$ cat src/rtl/fifo_pkg.sv
// Shared definitions for the FIFO family: default geometry and the
// pointer compare used by both the synchronous and asynchronous FIFOs.
package fifo_pkg;

    localparam int unsigned DEFAULT_DATA_WIDTH = 8;
    localparam int unsigned DEFAULT_ADDR_WIDTH = 4;

    typedef enum logic [1:0] {
        PTR_NORMAL = 2'd0,
        PTR_EMPTY  = 2'd1,
        PTR_FULL   = 2'd2
    } ptr_cmp_e;

    // Pointers are addr_width+1 bits, zero-extended to 32; only the extra MSB
    // differing means the writer has lapped the reader exactly once.
    function automatic ptr_cmp_e ptr_compare(input logic [31:0] wr_ptr,
                                             input logic [31:0] rd_ptr,
                                             input int unsigned addr_width);
        logic [31:0] low_mask;
        logic [31:0] ptr_mask;
        logic [31:0] diff;
        low_mask = (32'd1 << addr_width) - 32'd1;
        ptr_mask = (low_mask << 1) | 32'd1;
        diff     = (wr_ptr ^ rd_ptr) & ptr_mask;
        if (diff == 32'd0) begin
            return PTR_EMPTY;
        end
        if (diff == (low_mask + 32'd1)) begin
            return PTR_FULL;
        end
        return PTR_NORMAL;
    endfunction

endpackage

$ cat src/rtl/fifo_mem.sv
// Simple dual-port storage: synchronous write, synchronous registered read.
// The read register resets to zero; the array itself is never cleared.
module fifo_mem
    import fifo_pkg::*;
#(
    parameter int unsigned DATA_WIDTH = DEFAULT_DATA_WIDTH,
    parameter int unsigned ADDR_WIDTH = DEFAULT_ADDR_WIDTH
) (
    input  logic                  clk,
    input  logic                  rst_n,
    input  logic                  wen,
    input  logic [ADDR_WIDTH-1:0] waddr,
    input  logic [DATA_WIDTH-1:0] wdata,
    input  logic                  ren,
    input  logic [ADDR_WIDTH-1:0] raddr,
    output logic [DATA_WIDTH-1:0] rdata
);

    localparam int unsigned DEPTH = 32'd1 << ADDR_WIDTH;

    logic [DATA_WIDTH-1:0] mem [DEPTH];
    logic [DATA_WIDTH-1:0] rdata_d;
    logic [DATA_WIDTH-1:0] rdata_q;

    always_ff @(posedge clk) begin
        if (wen) begin
            mem[waddr] <= wdata;
        end
    end

    always_comb begin
        rdata_d = rdata_q;
        if (ren) begin
            rdata_d = mem[raddr];
        end
    end

    always_ff @(posedge clk or negedge rst_n) begin
        if (!rst_n) begin
            rdata_q <= '0;
        end else begin
            rdata_q <= rdata_d;
        end
    end

    assign rdata = rdata_q;

endmodule

$ cat src/rtl/sync_fifo_param.sv
// Single-clock parametrised FIFO with occupancy count and almost flags.
// Define SYNC_FIFO_ERR_FLAGS_EN to add sticky OVERFLOW/UNDERFLOW and ERR_CLR.
module sync_fifo_param
    import fifo_pkg::*;
#(
    parameter int unsigned DATA_WIDTH = DEFAULT_DATA_WIDTH,
    parameter int unsigned ADDR_WIDTH = DEFAULT_ADDR_WIDTH,
    parameter int          AF_THRESH  = 14,
    parameter int          AE_THRESH  = 2
) (
    input  logic                  CLK,
    input  logic                  RST,
    input  logic                  W_INC,
    input  logic [DATA_WIDTH-1:0] WR_DATA,
    input  logic                  R_INC,
    output logic [DATA_WIDTH-1:0] RD_DATA,
    output logic                  FULL,
    output logic                  EMPTY,
    output logic                  ALMOST_FULL,
    output logic                  ALMOST_EMPTY,
    output logic [ADDR_WIDTH:0]   COUNT
`ifdef SYNC_FIFO_ERR_FLAGS_EN
    ,
    input  logic                  ERR_CLR,
    output logic                  OVERFLOW,
    output logic                  UNDERFLOW
`endif
);

    localparam int unsigned   DEPTH   = 32'd1 << ADDR_WIDTH;
    localparam int unsigned   PW      = ADDR_WIDTH + 1;
    localparam logic [PW-1:0] PTR_ONE = PW'(1);
    localparam logic [PW-1:0] AF_LVL  = PW'(AF_THRESH);
    localparam logic [PW-1:0] AE_LVL  = PW'(AE_THRESH);

    if (AF_THRESH < 1 || AF_THRESH > int'(DEPTH)) begin : g_af_range
        $error("sync_fifo_param: AF_THRESH must lie in 1..DEPTH");
    end
    if (AE_THRESH < 0 || AE_THRESH > int'(DEPTH) - 1) begin : g_ae_range
        $error("sync_fifo_param: AE_THRESH must lie in 0..DEPTH-1");
    end

    logic [PW-1:0] wr_ptr_d, wr_ptr_q;
    logic [PW-1:0] rd_ptr_d, rd_ptr_q;
    logic [PW-1:0] count;
    ptr_cmp_e      ptr_state;
    logic          full;
    logic          empty;
    logic          wr_en;
    logic          rd_en;

    // Flags come only from registered pointers, so requests never reach outputs combinationally.
    always_comb begin
        ptr_state = ptr_compare(32'(wr_ptr_q), 32'(rd_ptr_q), ADDR_WIDTH);
        full      = (ptr_state == PTR_FULL);
        empty     = (ptr_state == PTR_EMPTY);
        count     = wr_ptr_q - rd_ptr_q;
        wr_en     = W_INC && !full;
        rd_en     = R_INC && !empty;
        wr_ptr_d  = wr_ptr_q;
        rd_ptr_d  = rd_ptr_q;
        if (wr_en) begin
            wr_ptr_d = wr_ptr_q + PTR_ONE;
        end
        if (rd_en) begin
            rd_ptr_d = rd_ptr_q + PTR_ONE;
        end
    end

    always_ff @(posedge CLK or negedge RST) begin
        if (!RST) begin
            wr_ptr_q <= '0;
            rd_ptr_q <= '0;
        end else begin
            wr_ptr_q <= wr_ptr_d;
            rd_ptr_q <= rd_ptr_d;
        end
    end

    fifo_mem #(
        .DATA_WIDTH(DATA_WIDTH),
        .ADDR_WIDTH(ADDR_WIDTH)
    ) u_mem (
        .clk  (CLK),
        .rst_n(RST),
        .wen  (wr_en),
        .waddr(wr_ptr_q[ADDR_WIDTH-1:0]),
        .wdata(WR_DATA),
        .ren  (rd_en),
        .raddr(rd_ptr_q[ADDR_WIDTH-1:0]),
        .rdata(RD_DATA)
    );

    assign FULL         = full;
    assign EMPTY        = empty;
    assign COUNT        = count;
    assign ALMOST_FULL  = (count >= AF_LVL);
    assign ALMOST_EMPTY = (count <= AE_LVL);

`ifdef SYNC_FIFO_ERR_FLAGS_EN
    logic overflow_d, overflow_q;
    logic underflow_d, underflow_q;

    always_comb begin
        overflow_d  = overflow_q;
        underflow_d = underflow_q;
        if (ERR_CLR) begin
            overflow_d  = 1'b0;
            underflow_d = 1'b0;
        end else begin
            if (W_INC && full) begin
                overflow_d = 1'b1;
            end
            if (R_INC && empty) begin
                underflow_d = 1'b1;
            end
        end
    end

    always_ff @(posedge CLK or negedge RST) begin
        if (!RST) begin
            overflow_q  <= 1'b0;
            underflow_q <= 1'b0;
        end else begin
            overflow_q  <= overflow_d;
            underflow_q <= underflow_d;
        end
    end

    assign OVERFLOW  = overflow_q;
    assign UNDERFLOW = underflow_q;
`endif

endmodule

$ cat config.mk
export PLATFORM = sky130hd
export DESIGN_NAME = sync_fifo_param
export DESIGN_NICKNAME = d
export VERILOG_FILES = /design/src/rtl/fifo_pkg.sv /design/src/rtl/fifo_mem.sv /design/src/rtl/sync_fifo_param.sv
export SDC_FILE = /design/constraint.sdc
export NUM_CORES = 1
export LEC_CHECK = 0
export ABC_CLOCK_PERIOD_IN_PS = 3700
export CORE_ASPECT_RATIO = 1.25
export CORE_MARGIN = 1.5
export CORE_UTILIZATION = 60
export DETAILED_ROUTE_END_ITERATION = 6
export PLACE_DENSITY = 0.87
export SLEW_MARGIN = 20
export SYNTH_ARGS = -nofsm -noshare
export SYNTH_HDL_FRONTEND = slang
export SYNTH_SLANG_ARGS = --single-unit
$ cat constraint.sdc
create_clock -name CLK -period 3.7 [get_ports CLK]
set_input_delay 0.74 -clock CLK [delete_from_list [all_inputs] [get_ports CLK]]
set_output_delay 0.74 -clock CLK [all_outputs]
set_load 0.005 [all_outputs]
==> impl_metrics.tcl, run 1 <==
set metrics [dict create \
    slowest_stage "clkdlybuf4s50_1" \
    hold_viol 0 \
    drive_gt1_share_pct 12.2 \
    maxSlewViolCount 0 \
    hold_path.class "reg2reg" \
    path_delay_family "buffers and inverters" \
    synth-xor-area-share_pct 1.87 \
    place_inst 504 \
    post-synth-top-area-fraction_pct 63.9 \
    die_area_um2 10600 \
    synth.distinct_cells 40 \
    crit_cells 9 \
    placementRows 40 \
    track_usage_pct 26.3 \
    status "completed" \
    clock-sinks 146 \
    r2r-start "wr_ptr_q[3]" \
    synth_top_cells_by_count "edfxtp_1, mux2i_1, nor2_1" \
    synth-edff-count 128 \
    synth_top_area_cell "edfxtp_1" \
    vias 3462 \
    ios 29 \
    firstDrtPassIters 6 \
    antenna_found_initial 0 \
    vdd_drop_max_uv 449 \
    cts.clk_slew.worst_paths_ns 0.06 \
    worst-endpoint-required_ns 2.96 \
    tritoncts "yes" \
    r2r_end "u_mem.mem[14][3]" \
    fmax_ghz 0.280 \
    antenna_left 0 \
    power.density_cell_area_nw_per_um2 862 \
    rsz0062_at_grt "false" \
    synth-simple-area-share_pct 4.57 \
    gp_congestion 0.837 \
    ys_async_sr_fraction_pct 12.3 \
    cap_violations 0 \
    first_global_vias 3471 \
    cts_max_path_buffers 2 \
    fin_worst_skew_ns 0.00932 \
    synthMuxAreaShare_pct 11.0 \
    slowest_delay_ns 0.53 \
    worstPathCellList "inv_2 -> ha_2 -> inv_1 -> fa_1 -> a21o_1 -> a21oi_1 -> xnor2_1 -> a211oi_1 -> clkdlybuf4s50_1" \
    period_share_pct 96.6 \
    io_buffers 28 \
    final_cells 536 \
    area_growth_pct 16.0 \
    place.detailed.hpwl_mm 7.61 \
    cts_root_buf "clkbuf_16" \
    numCtsBuffers 17 \
    crit_start "wr_ptr_q[0]" \
    worstSetupEndpointType "output port" \
    grt.overflow.total 0 \
    synthAdderAreaFrac_pct 2.20 \
    r2r_cells 5 \
    finalSetupViolations 0 \
    critPathLaunchType "register" \
    htree_levels 4 \
    synth_top_family_by_area "multiplexers" \
    grt_max_degree 32 \
    synthTopCellsByArea "edfxtp_1, mux2i_1, dfrtp_1" \
    critical_path_buf_inv_count 3 \
    die_y_um 115 \
    fin_setup_tns_ns 0 \
    ys.flop_type "edfxtp_1" \
    yosysWarnings 0 \
    clk_latency_ns 0.42 \
    synth-compound-area-share_pct 5.72 \
    endpoint "ALMOST_EMPTY" \
    r2r_slack_ns 0.95 \
    path_class "reg2out" \
    antenna_cells 0 \
    tightest_slew_ns 0.884 \
    synth_fp_nets 383 \
    hold_path_depth 1 \
    relSlewSlack_pct 40.9 \
    die_w_um 92.6 \
    core-area_um2 9710 \
    cts_hold_buf 0 \
    fin_crit_ns 3.57 \
    yosysSeqAreaShare_pct 71.4 \
    drt_iter0_drc 433 \
    initial_core_util_pct 62.0 \
    power_mw 6.02 \
    worstPathArrival_ns 2.83 \
    syn_area_per_cell_um2 16.7 \
    p_leak_nw 2.51 \
    vias_per_cell 6.46 \
    syn_inst 361 \
    nFillCells 572 \
    nets 419 \
    synthMostInstantiatedCell "edfxtp_1" \
    routed_wl_mm 12.9 \
    ys_ff_latch 146 \
    worst-path-max-fanout 4 \
    route.detailed.wl_per_inst_um 24.0 \
    grt_first_pass_wirelength_mm 19.8 \
    synthesis.area_um2 6020 \
    drc 0 \
]
-- worst min-delay path by stage --
stage / from / to / slack (ns)
after floorplan: RST / rd_ptr_q[0] / 0.44
after global placement: u_mem.rdata[6] / u_mem.rdata[6] / 0.55
after detailed placement: wr_ptr_q[4] / wr_ptr_q[4] / 0.56
after CTS: wr_ptr_q[4] / wr_ptr_q[4] / 0.57
after global routing: wr_ptr_q[4] / wr_ptr_q[4] / 0.59
final: wr_ptr_q[4] / wr_ptr_q[4] / 0.57
-- power breakdown --
part / total, mW / leakage (nW) / switching (mW) / internal, mW
Clock: 1.72 / 0.304 / 0.623 / 1.10
Sequential: 2.20 / 1.36 / 0.157 / 2.04
Combinational: 2.09 / 0.840 / 1.13 / 0.961
Total: 6.02 / 2.51 / 1.91 / 4.11
-- cells in the final DEF (no fill, tap or decap), drive strengths merged, types with 2 or more instances in the layout --
cell	netlist	routed
nor4	4	4
dfrtp	18	18
clkbuf	4	25
nand2	4	4
nand3	3	3
mux2i	48	48
o21a	3	3
nor2b	2	2
edfxtp	128	128
clkinv	0	4
mux4	8	8
a21o	2	2
inv	12	13
nand4	4	4
and2	2	2
ha	9	9
a221oi	8	8
o21ai	12	12
clkdlybuf4s50	0	28
xnor2	9	9
and3	8	8
xor2	3	3
o22ai	16	16
nand3b	2	2
buf	15	8
nor2	23	23
a31oi	8	8
-- flip-flops by register name, indices dropped and copies added (netlist names) --
| signal | cells |
|---|---|
| wr_ptr_q | 5 |
| u_mem.rdata | 8 |
| rd_ptr_q | 5 |
| u_mem.mem | 128 |
-- area by class of cell --
| cell class | instances | area [um^2] | area share [%] |
|---|---|---|---|
| clock buffer | 25 | 551 | 7.89 |
| clock inverter | 7 | 63.8 | 0.914 |
| inverter | 12 | 45.0 | 0.645 |
| multi-input combinational | 184 | 1530 | 21.9 |
| sequential | 146 | 4290 | 61.5 |
| tap | 126 | 158 | 2.26 |
| timing repair buffer | 36 | 340 | 4.88 |
-- metal layers --
| metal | vias up | GRT usage (%) | part of all wire [%] |
|---|---|---|---|
| met3 | 49 | 4.63 | 7.4 |
| li1 | 1481 | - | - |
| met4 | 0 | 13.8 | 4.5 |
| met5 | - | 0 | 0 |
| met1 | 1702 | 34.3 | 37 |
| met2 | 230 | 42.6 | 51 |
-- per-stage QoR --
step	area (um^2)	hold WS [ns]	setup slack, ns	utilization, %
2_1_floorplan	6020	0.444	0.881	-
3_3_place_gp	6360	0.547	0.605	65.5
3_5_place_dp	6360	0.558	0.478	65.5
4_1_cts	6980	0.568	0.0512	71.9
5_1_grt	6980	0.593	0.000996	71.9
6_report	6980	0.569	0.128	71.9
-- cells by family after synthesis --
logic type / count (synthesis)
DFF: 146
xor gates and xnor gates: 12
adders and majority gates: 10
muxes: 56
buffers and inverters: 31
AOI/OAI and AO/OA: 52
and+or+nand+nor: 54
-- repair_timing --
| item | CTS | global route |
|---|---|---|
| endpoints found under the hold margin | 0 | 0 |
| setup buffers | 0 | 0 |
| endpoints found under the setup margin | 0 | 2 |
| resized for setup | 0 | 2 |
Power figures use the tool's default switching activity.
==> inputs of run 2 (changes only) <==
Settings changed: PLACE_DENSITY 0.87 to 0.79.
==> run 2 against run 1 <==
Cell count did not move. Die area did not move. Power fell by 4.3%. Largest cell class unchanged. Non-clock buffer count did not move. Sequential power barely moved. Critical path type unchanged. Fmax rose by 1.6%. Critical endpoint unchanged.
==> impl_metrics.tcl, run 2 (synthesized netlist as in run 1, its figures left out) <==
set metrics [dict create \
    core-area_um2 9710 \
    critPathLaunchType "register" \
    power_mw 5.76 \
    nFillCells 625 \
    power.density_cell_area_nw_per_um2 834 \
    antenna_left 0 \
    grt.overflow.total 0 \
    p_leak_nw 2.47 \
    cts.clk_slew.worst_paths_ns 0.06 \
    relSlewSlack_pct 35.6 \
    fin_crit_ns 3.52 \
    period_share_pct 95.0 \
    hold_path.class "reg2reg" \
    slowest_stage "clkdlybuf4s50_1" \
    fin_area_um2 6900 \
    worstSetupEndpointType "output port" \
    tightest_slew_ns 0.962 \
    first_global_vias 3271 \
    cts_max_path_buffers 2 \
    placed_area_um2 6360 \
    antenna_cells 0 \
    rsz0062_at_grt "false" \
    die_area_um2 10600 \
    worst-path-max-fanout 4 \
    path_class "reg2out" \
    ios 29 \
    worstPathCellList "inv_2 -> ha_1 -> inv_1 -> fa_1 -> a21o_1 -> a21oi_2 -> xnor2_2 -> a211oi_1 -> clkdlybuf4s50_1" \
    post-place-ws_ns 0.492 \
    largest_reg_flops 128 \
    numCtsBuffers 17 \
    cts_root_buf "clkbuf_16" \
    drt_iter0_drc 388 \
    slowest_delay_ns 0.54 \
    maxSlewViolCount 0 \
    io_buffers 28 \
    placementRows 40 \
    drive_gt1_share_pct 11.7 \
    route.detailed.wl_per_inst_um 21.9 \
    die_y_um 115 \
    antenna_found_initial 0 \
    fin_setup_tns_ns 0 \
    track_usage_pct 24.4 \
    cap_violations 0 \
    worst-endpoint-required_ns 2.96 \
    clock-sinks 146 \
    fmax_ghz 0.284 \
    final_cell_mix "edfxtp_1, mux2i_1, clkdlybuf4s50_1" \
    fin_ws_ns 0.184 \
    fin_worst_skew_ns 0.00753 \
    vias 3303 \
    drc 0 \
    regMostFlops "u_mem.mem" \
    hold_viol 0 \
    status "completed" \
    grt_max_degree 32 \
    gp_congestion 0.843 \
    clk_latency_ns 0.41 \
    tritoncts "yes" \
    worstPathArrival_ns 2.78 \
    finalSetupViolations 0 \
    vias_per_cell 6.16 \
    initial_core_util_pct 62.0 \
    firstDrtPassIters 5 \
    die_w_um 92.6 \
    nets 419 \
    place.detailed.hpwl_mm 7.41 \
    area_growth_pct 14.7 \
    grt_first_pass_wirelength_mm 18.0 \
    final_common_cell "edfxtp_1" \
    htree_levels 4 \
    vdd_drop_max_uv 964 \
    routed_wl_mm 11.7 \
]
run 2: cell count changes in the layout (fill, tap and decap cells not counted):
cell	change
xnor2_1	-1
clkbuf_8	+3
xnor2_2	+1
a21oi_2	+1
bufinv_16	-1
ha_1	+1
clkbuf_1	+3
ha_2	-1
inv_4	-1
clkbuf_16	-4
a21oi_1	-1
run 2: power by group:
group / internal [mW] / leakage (nW) / total [mW] / switching (mW)
Combinational: 0.976 / 0.847 / 2.07 / 1.09
Clock: 0.922 / 0.261 / 1.50 / 0.582
Sequential: 2.05 / 1.36 / 2.19 / 0.142
run 2: path summary, 6_finish.rpt:
kind                       cells past startpoint           start          endpoint  slack (ns)
max reg2reg                                    5     wr_ptr_q[2]  u_mem.mem[13][3]        0.98
min                                            2  u_mem.rdata[5]    u_mem.rdata[5]        0.55
max in group asynchronous                      1             RST    u_mem.rdata[0]        2.25
min in group asynchronous                      1             RST       wr_ptr_q[1]        0.86
max                                            9     wr_ptr_q[0]      ALMOST_EMPTY        0.18
min reg2reg                                    2  u_mem.rdata[5]    u_mem.rdata[5]        0.55
run 2: worst max-delay path, delay by kind of cell, from the launching register on:
family / cells / cell delay (ns)
buffers and inverters: 3 / 0.70
adder cells (fa/ha/maj): 2 / 0.57
XOR/XNOR: 1 / 0.10
flip-flops: 1 / 0.42
AO/OA/AOI/OAI: 3 / 0.57
run 2: stage by stage:
stage,std cells,hold slack [ns],util [%]
after floorplan,361,0.444,-
after global placement,504,0.533,65.5
after detailed placement,504,0.547,65.5
after CTS,536,0.555,71.0
after global routing,536,0.580,71.1
final,536,0.555,71.1
run 2: layout make-up:
type / count / area, um^2 / area share, %
clock buffers: 27 / 503 / 7.29
well taps: 126 / 158 / 2.28
flip-flops and latches: 146 / 4290 / 62.2
multi-input cells: 184 / 1540 / 22.3
clock inverters: 5 / 27.5 / 0.399
inverters: 12 / 45.0 / 0.652
repair buffers: 36 / 340 / 4.93
run 2: what timing repair did:
| action | in CTS | in global routing |
|---|---|---|
| hold buffers | 0 | 0 |
| setup buffers | 0 | 0 |
| gates resized for setup | 0 | 3 |
| endpoints found under the setup margin | 0 | 2 |
run 2: routing by layer:
layer / vias to the layer above / share of wire, % / GRT usage, %
met5: - / 0 / 0
met4: 0 / 2.5 / 12.1
met3: 19 / 5.9 / 5.22
met2: 131 / 52 / 40.1
met1: 1667 / 40 / 31.0
li1: 1486 / - / -
==> inputs of run 3 (changes only) <==
Settings changed: CTS_BUF_LIST set to sky130_fd_sc_hd__clkbuf_16.
==> run 3 against run 2 <==
Sequential cell count unchanged. Combinational power about the same. Critical endpoint unchanged. Critical path type unchanged. Register-to-register slack better by 0.02 ns.
==> impl_metrics.tcl, run 3 (synthesized netlist as in run 1, its figures left out) <==
set metrics [dict create \
    fin_area_um2 6860 \
    antenna_left 0 \
    post-place-ws_ns 0.492 \
    initial_core_util_pct 62.0 \
    maxSlewViolCount 0 \
    swShare_pct 32.1 \
    track_usage_pct 24.5 \
    ios 29 \
    fin_worst_skew_ns 0.00566 \
    path_class "reg2out" \
    final_cell_mix "edfxtp_1, mux2i_1, clkdlybuf4s50_1" \
    fin_crit_ns 3.52 \
    antenna_found_initial 0 \
    power_mw 5.66 \
    firstDrtPassIters 5 \
    drive_gt1_share_pct 10.7 \
    placementRows 40 \
    gp_congestion 0.843 \
    worstSetupEndpointType "output port" \
    grt_first_pass_wirelength_mm 18.0 \
    nFillCells 634 \
    period_share_pct 95.0 \
    cap_violations 0 \
    hold_path.class "reg2reg" \
    first_global_vias 3284 \
    cts_max_path_buffers 2 \
    area_growth_pct 14.1 \
    worst-path-max-fanout 4 \
    route.detailed.wl_per_inst_um 22.0 \
    grt.overflow.total 0 \
    numCtsBuffers 17 \
    core-area_um2 9710 \
    drc 0 \
    largest_reg_flops 128 \
    vdd_drop_max_uv 965 \
    die_w_um 92.6 \
    p_clk_share_pct 24.7 \
    p_int_mw 3.84 \
    clock-sinks 146 \
    fmax_ghz 0.284 \
    seq_area_um2 4290 \
    fin_ws_ns 0.184 \
    tritoncts "yes" \
    cts.clk_slew.worst_paths_ns 0.06 \
    drt_iter0_drc 374 \
    clk_latency_ns 0.41 \
    nets 419 \
    hold_ws_ns 0.556 \
    sequentialPowerShare_pct 38.7 \
    final_common_cell "edfxtp_1" \
    critPathLaunchType "register" \
    fin_setup_tns_ns 0 \
    p_sw_mw 1.82 \
    finalSetupViolations 0 \
    cts_hold_buf 0 \
    htree_levels 4 \
    cts_root_buf "clkbuf_16" \
    routed_wl_mm 11.8 \
    vias_per_cell 6.11 \
    relSlewSlack_pct 34.8 \
    worst-endpoint-required_ns 2.96 \
    pwr-share-comb_pct 36.6 \
    multi_input_area_um2 1540 \
    vias 3274 \
    die_area_um2 10600 \
    tightest_slew_ns 0.975 \
    p_leak_nw 2.47 \
    die_y_um 115 \
    status "completed" \
    power.density_cell_area_nw_per_um2 825 \
    antenna_cells 0 \
    regMostFlops "u_mem.mem" \
    placed_area_um2 6360 \
    worstPathArrival_ns 2.78 \
    grt_max_degree 32 \
    io_buffers 28 \
    hold_viol 0 \
    rsz0062_at_grt "false" \
    place.detailed.hpwl_mm 7.41 \
]
## run 3: worst paths after layout
check | startpoint | end | slack, ns | cells past startpoint
max | wr_ptr_q[0] | ALMOST_EMPTY | 0.18 | 9
min | u_mem.rdata[5] | u_mem.rdata[5] | 0.56 | 2
max reg2reg | wr_ptr_q[2] | u_mem.mem[13][3] | 1.00 | 5
min reg2reg | u_mem.rdata[5] | u_mem.rdata[5] | 0.56 | 2
max in group asynchronous | RST | u_mem.rdata[3] | 2.23 | 1
min in group asynchronous | RST | rd_ptr_q[0] | 0.87 | 1
## run 3: final cells by class
type	instances	share of cell area (%)
clock inverter	15	0.948
timing repair buffer	36	4.96
sequential	146	62.6
multi-input combinational	184	22.4
tap	126	2.30
clock buffer	17	6.20
inverter	12	0.656
## run 3: what timing repair did
item,4_1_cts,5_1_grt
endpoints found under the setup margin,0,2
setup buffers,0,0
gates resized for setup,0,3
## run 3: per-stage QoR
step                      cells  util (%)
after floorplan             361         -
after global placement      504      65.5
after detailed placement    504      65.5
after CTS                   536      70.6
after global routing        536      70.7
final                       536      70.7
## run 3: per-layer routing
layer	global-route usage [%]	wire length, um
met1	30.8	4660
met2	40.7	6190
met3	5.82	689
met4	11.0	241
met5	0	0
## run 3: critical path, cell delays in order (launching register included)
cell and delay, ns:
dfrtp_1 0.42, inv_2 0.11, ha_1 0.17, inv_1 0.05
fa_1 0.40, a21o_1 0.21, a21oi_2 0.18, xnor2_2 0.10
a211oi_1 0.19, clkdlybuf4s50_1 0.54
## run 3: power by group through the flow
stage	registers, mW	clock network, mW	logic [mW]
after global placement	2.19	0	1.96
after CTS	2.19	1.42	2.05
final	2.19	1.40	2.07
after detailed placement	2.21	0	2.03
after global routing	2.21	1.49	2.24
after floorplan	2.17	0	1.41
